===== config.mk =====
export PLATFORM = sky130hd
export DESIGN_NAME = stream_mux_rr
export DESIGN_NICKNAME = d
export VERILOG_FILES = /design/src/rtl/stream_mux_rr.sv
export SDC_FILE = /design/constraint.sdc
export NUM_CORES = 1
export LEC_CHECK = 0
export ABC_AREA = 1
export CAP_MARGIN = 40
export CORE_AREA = 2 2 66 68
export DETAILED_ROUTE_END_ITERATION = 10
export DIE_AREA = 0 0 68 70
export PLACE_DENSITY = 0.74
export SLEW_MARGIN = 20
export SYNTH_ARGS = -nofsm -noshare
export SYNTH_HDL_FRONTEND = slang
export SYNTH_SLANG_ARGS = --single-unit

===== constraint.sdc =====
create_clock -name clk -period 2.5 [get_ports clk]
set_clock_uncertainty 0.05 [all_clocks]
set_input_delay 0.625 -clock clk [delete_from_list [all_inputs] [get_ports clk]]
set_output_delay 0.625 -clock clk [all_outputs]
set_load 0.05 [all_outputs]

===== src/rtl/stream_mux_rr.sv =====
// N-channel registered valid/ready stream multiplexer with round-robin or fixed-select
// arbitration; grants are held for the whole packet until the granted channel's last beat.
module stream_mux_rr #(
  parameter int N_CH  = 4,
  parameter int WIDTH = 8,
  parameter int SEL_W = 2
) (
  input  logic                  clk,
  input  logic                  rst,
  input  logic [N_CH*WIDTH-1:0] in_data,
  input  logic [N_CH-1:0]       in_valid,
  input  logic [N_CH-1:0]       in_last,
  output logic [N_CH-1:0]       in_ready,
  input  logic                  mode,
  input  logic [SEL_W-1:0]      sel,
  output logic [WIDTH-1:0]      out_data,
  output logic                  out_valid,
  output logic                  out_last,
  output logic [SEL_W-1:0]      out_sel,
  input  logic                  out_ready,
  output logic                  locked
);

  localparam int unsigned NCH  = N_CH;
  localparam int unsigned NPAD = 2 ** SEL_W;
  localparam logic [SEL_W:0] N_CH_W = (SEL_W + 1)'(N_CH);

  typedef enum logic {IDLE, LOCKED} state_t;

  state_t           state_q, state_d;
  logic [SEL_W-1:0] hch_q, hch_d;
  logic [SEL_W-1:0] ptr_q, ptr_d;
  logic             lock_mode_q, lock_mode_d;
  logic [WIDTH-1:0] out_data_q, out_data_d;
  logic             out_valid_q, out_valid_d;
  logic             out_last_q, out_last_d;
  logic [SEL_W-1:0] out_sel_q, out_sel_d;

  logic             ld;
  logic             grant_vld;
  logic [SEL_W-1:0] grant;
  logic [SEL_W-1:0] idx;
  logic             xfer;
  logic             mode_eff;
  logic [WIDTH-1:0] grant_data;
  logic [NPAD-1:0]  valid_pad;
  logic [NPAD-1:0]  last_pad;

  // Padding to the full index space lets sel/grant index directly without range faults.
  assign valid_pad = NPAD'(in_valid);
  assign last_pad  = NPAD'(in_last);
  assign ld        = !out_valid_q || out_ready;
  assign mode_eff  = (state_q == LOCKED) ? lock_mode_q : mode;

  always_comb begin
    grant_vld = 1'b0;
    grant     = '0;
    idx       = '0;
    if (state_q == LOCKED) begin
      grant_vld = 1'b1;
      grant     = hch_q;
    end else if (mode) begin
      if ({1'b0, sel} < N_CH_W) begin
        if (valid_pad[sel]) begin
          grant_vld = 1'b1;
          grant     = sel;
        end
      end
    end else begin
      for (int unsigned i = 1; i <= NCH; i++) begin
        idx = SEL_W'((32'(ptr_q) + i) % NCH);
        if (!grant_vld && valid_pad[idx]) begin
          grant_vld = 1'b1;
          grant     = idx;
        end
      end
    end
  end

  always_comb begin
    grant_data = '0;
    for (int unsigned k = 0; k < NCH; k++) begin
      if (grant == SEL_W'(k)) grant_data = in_data[k*WIDTH +: WIDTH];
    end
  end

  always_comb begin
    in_ready = '0;
    for (int unsigned k = 0; k < NCH; k++) begin
      in_ready[k] = !rst && ld && grant_vld && (grant == SEL_W'(k));
    end
  end

  assign xfer = ld && grant_vld && valid_pad[grant];

  always_comb begin
    state_d     = state_q;
    hch_d       = hch_q;
    ptr_d       = ptr_q;
    lock_mode_d = lock_mode_q;
    out_data_d  = out_data_q;
    out_valid_d = out_valid_q;
    out_last_d  = out_last_q;
    out_sel_d   = out_sel_q;
    if (ld) begin
      out_valid_d = xfer;
      if (xfer) begin
        out_data_d = grant_data;
        out_last_d = last_pad[grant];
        out_sel_d  = grant;
        if (last_pad[grant]) begin
          state_d = IDLE;
          // A packet started in round-robin mode advances the pointer even if mode flipped meanwhile.
          if (!mode_eff) ptr_d = grant;
        end else begin
          state_d = LOCKED;
          if (state_q == IDLE) begin
            hch_d       = grant;
            lock_mode_d = mode;
          end
        end
      end
    end
  end

  always_ff @(posedge clk or posedge rst) begin
    if (rst) begin
      state_q     <= IDLE;
      hch_q       <= '0;
      ptr_q       <= SEL_W'(N_CH - 1);
      lock_mode_q <= 1'b0;
      out_data_q  <= '0;
      out_valid_q <= 1'b0;
      out_last_q  <= 1'b0;
      out_sel_q   <= '0;
    end else begin
      state_q     <= state_d;
      hch_q       <= hch_d;
      ptr_q       <= ptr_d;
      lock_mode_q <= lock_mode_d;
      out_data_q  <= out_data_d;
      out_valid_q <= out_valid_d;
      out_last_q  <= out_last_d;
      out_sel_q   <= out_sel_d;
    end
  end

  assign out_data  = out_data_q;
  assign out_valid = out_valid_q;
  assign out_last  = out_last_q;
  assign out_sel   = out_sel_q;
  assign locked    = (state_q == LOCKED);

endmodule


; Word level (Yosys, flattened, before mapping)
; Index checks and enable logic that the tools add are counted.
[totals]
ff_bits = 18
output_inout_bits = 17
input_bits = 46
elab_cells = 86
[op_classes]
reduce_logical = 22
n_eq_ne = 3
order_cmp = 6
add_sub_neg = 4
muxes = 40
n_bitwise = 3
[op_table]
columns = op, count
row1 = $mux 8, 4
row2 = $mux 1, 22
row3 = $lt 2x3->1 const B, 6
row4 = $bmux 1 s2, 7
row5 = $mux 2, 7
row6 = $logic_and 1x1->1, 11
row7 = $reduce_and 4->1, 2
row8 = $logic_not 1->1, 5
row9 = $add 2x1->2 const B, 2
row10 = $add 2x2->2 const B, 2
row11 = $eq 2x2->1 const B, 2
row12 = $not 1->1, 3
row13 = $reduce_and 3->1, 1
row14 = $eq 2x1->1 const B, 1
row15 = $logic_not 2->1, 1
row16 = $reduce_and 2->1, 1
row17 = $logic_or 1x1->1, 1

; Longest topological paths before layout
[depth]
ltp_word = 26
mapped_depth = 21
depth_no_buf = 20

; Worst setup path before layout
; No wires, ideal clock.
[synth_timing]
kind = input to output
startpoint = input in_valid[3]
endpoint = output in_ready[0]
arrival_ps = 2721
stages = 10
n_path_buf = 1
slack_ps = -896
required_time_ps = 1825
cell_sequence = inv_1 a21oi_1 o21ai_0 o21ai_0 a31oi_1 o21ai_4 nand2_4 inv_1 buf_2 nor3_1
[synth_via]
elab_chain_cells = 22
elab_cells_between_ends = 39
classes_between = mux: 30 / reduce/logical: 9
[synth_rtl]
columns = element, line_no
row1 = from (decl), 11  ; input logic [N_CH-1:0] in_valid,
row2 = $bmux 1 s2, 72  ; if (!grant_vld && valid_pad[idx]) begin
row3 = $mux 1 (not written as such), 72
row4 = $mux 1, 72
row5 = $mux 1, 62  ; end else if (mode) begin
row6 = $mux 1, 59  ; if (state_q == LOCKED) begin
row7 = $logic_not 1->1, 72
row8 = $logic_and 1x1->1, 72
row9 = $mux 1, 72
row10 = (+6 left out), n/a
row11 = $mux 1, 59
row12 = $logic_not 1->1, 72
row13 = $logic_and 1x1->1, 72
row14 = $mux 2 or $mux 1 (tied branches), 72
row15 = $mux 2 or $mux 1 (tied branches), 62
row16 = $mux 2 or $mux 1 (tied branches), 59
row17 = $logic_not 2->1 or $logic_and 1x1->1 (tied branches), 90  ; in_ready[k] = !rst && ld && grant_vld && (grant == SEL_W'(k));
row18 = $logic_and 1x1->1 (*), 90
row19 = to (decl), 13  ; output logic [N_CH-1:0] in_ready,
; Every way passes the cells marked *; elsewhere a longest branch is shown, timed or not. The select of a mux whose other input is x is not followed.

; Worst setup path after layout
[layout_timing]
startpoint = register ptr_q[0]
endpoint = output in_ready[1]
[layout_via]
elab_chain_cells = 23
elab_cells_between_ends = 39
classes_between = add/sub: 4 / eq/ne: 1 / mux: 26 / reduce/logical: 8
[layout_rtl]
columns = element, line_no
row1 = from (decl), 32  ; logic [SEL_W-1:0] ptr_q, ptr_d;
row2 = from (signal assigned), 130  ; ptr_q <= SEL_W'(N_CH - 1);
row3 = from (signal assigned), 139  ; ptr_q <= ptr_d;
row4 = $add 2x1->2, 71  ; idx = SEL_W'((32'(ptr_q) + i) % NCH);
row5 = $bmux 1 s2, 72
row6 = $mux 1 (not written as such), 72
row7 = $mux 1, 72
row8 = $mux 1, 62
row9 = $mux 1, 59
row10 = $logic_not 1->1, 72
row11 = $logic_and 1x1->1, 72
row12 = (+7 left out), n/a
row13 = $mux 1, 59
row14 = $logic_not 1->1, 72
row15 = $logic_and 1x1->1, 72
row16 = $mux 2 or $mux 1 (tied branches), 72
row17 = $mux 2 or $mux 1 (tied branches), 62
row18 = $mux 2 or $mux 1 (tied branches), 59
row19 = $eq 2x1->1 or $logic_and 1x1->1 (tied branches), 90
row20 = $logic_and 1x1->1 (*), 90
; Marked as above.

==> results.yml <==
setup_path:
  r2r-start: "ptr_q[0]"
  criticalPathCategory: "flip-flop to output pin"
  critPathRequiredTime_ns: 1.82
  crit_path_end_kind: "output pin"
  cp_max_fo: 8
  startpoint: "ptr_q[0]"
  critPathArrivalTime_ns: 2.25
  cp-start-kind: "flip-flop"
clocking:
  numCtsBuffers: 3
  root_buffer: "clkbuf_8"
  worstSkewPairLatency_ns: 0.26
  clockBufferDepth: 2
  cts_tree: "yes"
  cts.clk_slew.worst_paths_ns: 0.07
  cts_sinks: 18
  cts_max_level: 1
synthesis:
  async_flop_share_pct: 100
  ys_top_cells_by_count: "106 x nand2_1, 23 x nand3_1, 18 x inv_1"
  synth_top_cell_area_share_pct: 26.7
  post-synth-top-area-cell: "dfrtp_1"
  ys_top_cells_by_area: "dfrtp_1 27%, nand2_1 26%, nand3_1 7.7%"
  yosysSeqAreaShare_pct: 30.2
  synth_area_um2: 1500
  ys_ff_latch: 18
  synth.most_common_cell: "nand2_1"
  synth_enable_flop_cells: 0
  yosys_most_used_dff: "dfrtp_1"
  yosys_warnings: 0
  yosysUniqueCellTypes: 24
  syn_nets: 283
  synth_cells: 237
  synth_area_per_cell_um2: 6.34
timing:
  min_period_over_period_pct: 117
  tightest_slew_ns: 0.550
  fin_ws_ns: -0.423
  fmax_mhz: 342
  finalSetupViolCount: 4
  maxSlewHeadroom_pct: 63.2
  rsz0062_at_grt: "true"
  slew_viol_final: 0
  finalHoldViolations: 0
  min_period_ns: 2.92
power_and_ir_drop:
  total_power_mw: 3.61
  max-vdd-ir-drop_v: 0.000736
  p_per_area_nw_per_um2: 1330
  power_leakage_nw: 1.31
die:
  ioPinCount: 63
  fp.dieArea_um2: 4760
  initial_core_util_pct: 36.2
  die_width_um: 68
  core_area_um2: 4140
  die_h_um: 70
  rows: 24
detailed_routing:
  drcViolationCount: 0
  num_vias: 1810
  wl_per_cell_um: 12.4
  drt.antenna.violating_nets: 0
  drt_wl_total_um: 4720
  detailedRoute.firstIterationViolations: 51
  vias_per_cell: 4.75
  first_pass_iters: 4
global_routing:
  grt_pass1_wl_um: 7490
  antenna_found_initial: 0
  grt_pass1_vias: 1725
  grt_usage_pct: 20.3
  overflow: 0
  grt_max_degree: 19
hold_path:
  hold_path.class: "flip-flop to flip-flop"
  hold_path.startpoint: "lock_mode_q"
final_layout:
  area_delta_synth_final_pct: 80.7
  antennaDiodeCount: 0
  utilization_pct: 65.5
  fin_area_um2: 2710
  drive_gt1_share_pct: 34.0
  nets: 376
placed_design:
  place_hpwl_um: 3570
  place.gp.congestion: 0.810
  placed_area_um2: 2420
  port_buffers: 62
  pre_cts_ws_ns: -0.735
outcome:
  status: "finished with violations"
  violations: "setup timing"
job:
  maxCapViolCount: 0
[cells in the final DEF, fill, tap and decap left out, types with 2 or more instances in the layout]
| cell type | n |
|---|---|
| o21ai_1 | 3 |
| dlygate4sd2_1 | 3 |
| o21ai_0 | 3 |
| clkdlybuf4s50_1 | 52 |
| o21ai_2 | 2 |
| nand3_2 | 5 |
| nand3_1 | 21 |
| nor2_1 | 5 |
| nand2_2 | 20 |
| buf_12 | 6 |
| clkdlybuf4s15_1 | 2 |
| dfstp_2 | 2 |
| nand2_1 | 88 |
| buf_6 | 4 |
| nand4_1 | 10 |
| nand2_4 | 14 |
| clkbuf_8 | 4 |
| nor2_4 | 4 |
| nor2_2 | 2 |
| nor3_4 | 3 |
| inv_2 | 8 |
| dfrtp_1 | 16 |
| inv_4 | 3 |
| buf_4 | 26 |
| inv_1 | 13 |
[through the flow]
step	TNS, ns	std cells	hold WS, ns
finish	-1.56	381	0.430
global route	-4.17	381	0.458
CTS	-1.69	378	0.433
detailed placement	-12.51	370	0.414
global placement	-11.38	370	0.410
floorplan	-0.529	237	0.391
[worst max-delay path, cell delays in order, from the launching register on]
cell and delay (ns):
dfstp_2 0.56, buf_12 0.13, inv_8 0.05, nand2_2 0.07
nand2_4 0.06, nand2_4 0.08, a21boi_2 0.15, nand2_1 0.08
inv_1 0.07, nand3_2 0.07, nand3_2 0.08, nand2_4 0.08
buf_4 0.15, nor3_4 0.21, buf_12 0.16
[flip-flops by register name (all words and copies together) (netlist names)]
| register | count |
|---|---|
| ptr_q | 2 |
| out_last | 1 |
| out_sel | 2 |
| out_data | 8 |
| out_valid | 1 |
| lock_mode_q | 1 |
| locked | 1 |
| hch_q | 2 |
[final timing paths]
path | to | slack (ns) | depth (start not counted)
setup reg to reg | out_data[1] | 0.01 | 20
min in group asynchronous | out_data[0] | 0.72 | 3
max in group asynchronous | ptr_q[1] | 1.42 | 3
setup / recovery | in_ready[1] | -0.42 | 14
hold / removal | lock_mode_q | 0.43 | 2
hold reg to reg | lock_mode_q | 0.43 | 2
[power by group]
group / internal [mW] / leakage [nW] / total, mW / switching (mW)
sequential: 0.434 / 0.220 / 0.517 / 0.0834
clock: 0.140 / 0.0288 / 0.245 / 0.104
combinational: 1.12 / 1.06 / 2.84 / 1.73
total: 1.69 / 1.31 / 3.61 / 1.91
[cell type report]
type | count | area (um^2)
Timing Repair Buffer | 95 | 947
Inverter | 25 | 109
Tap cell | 52 | 65.1
Fill cell | 363 | 1430
Sequential cell | 18 | 453
Multi-Input combinational cell | 187 | 1080
Clock buffer | 4 | 55.1
[timing repair]
item	in CTS	in global routing
pin swaps	8	23
setup buffers	4	3
setup endpoints to repair	22	22
gates resized for setup	20	47
hold buffers	0	0
[per-layer routing]
metal / part of all wire, % / global-route usage [%]
met1: 40 / 23.3
met2: 52 / 35.4
met3: 7.1 / 6.28
met4: 1.1 / 5.33
met5: 0 / 0
[kinds of logic after synthesis]
family | after synthesis | share of synthesized area (%)
simple gates | 174 | 54.0
buf+inv | 32 | 10.5
flops | 18 | 30.2
compound gates | 13 | 5.33
Note: power is estimated with default switching activity, not from simulation.
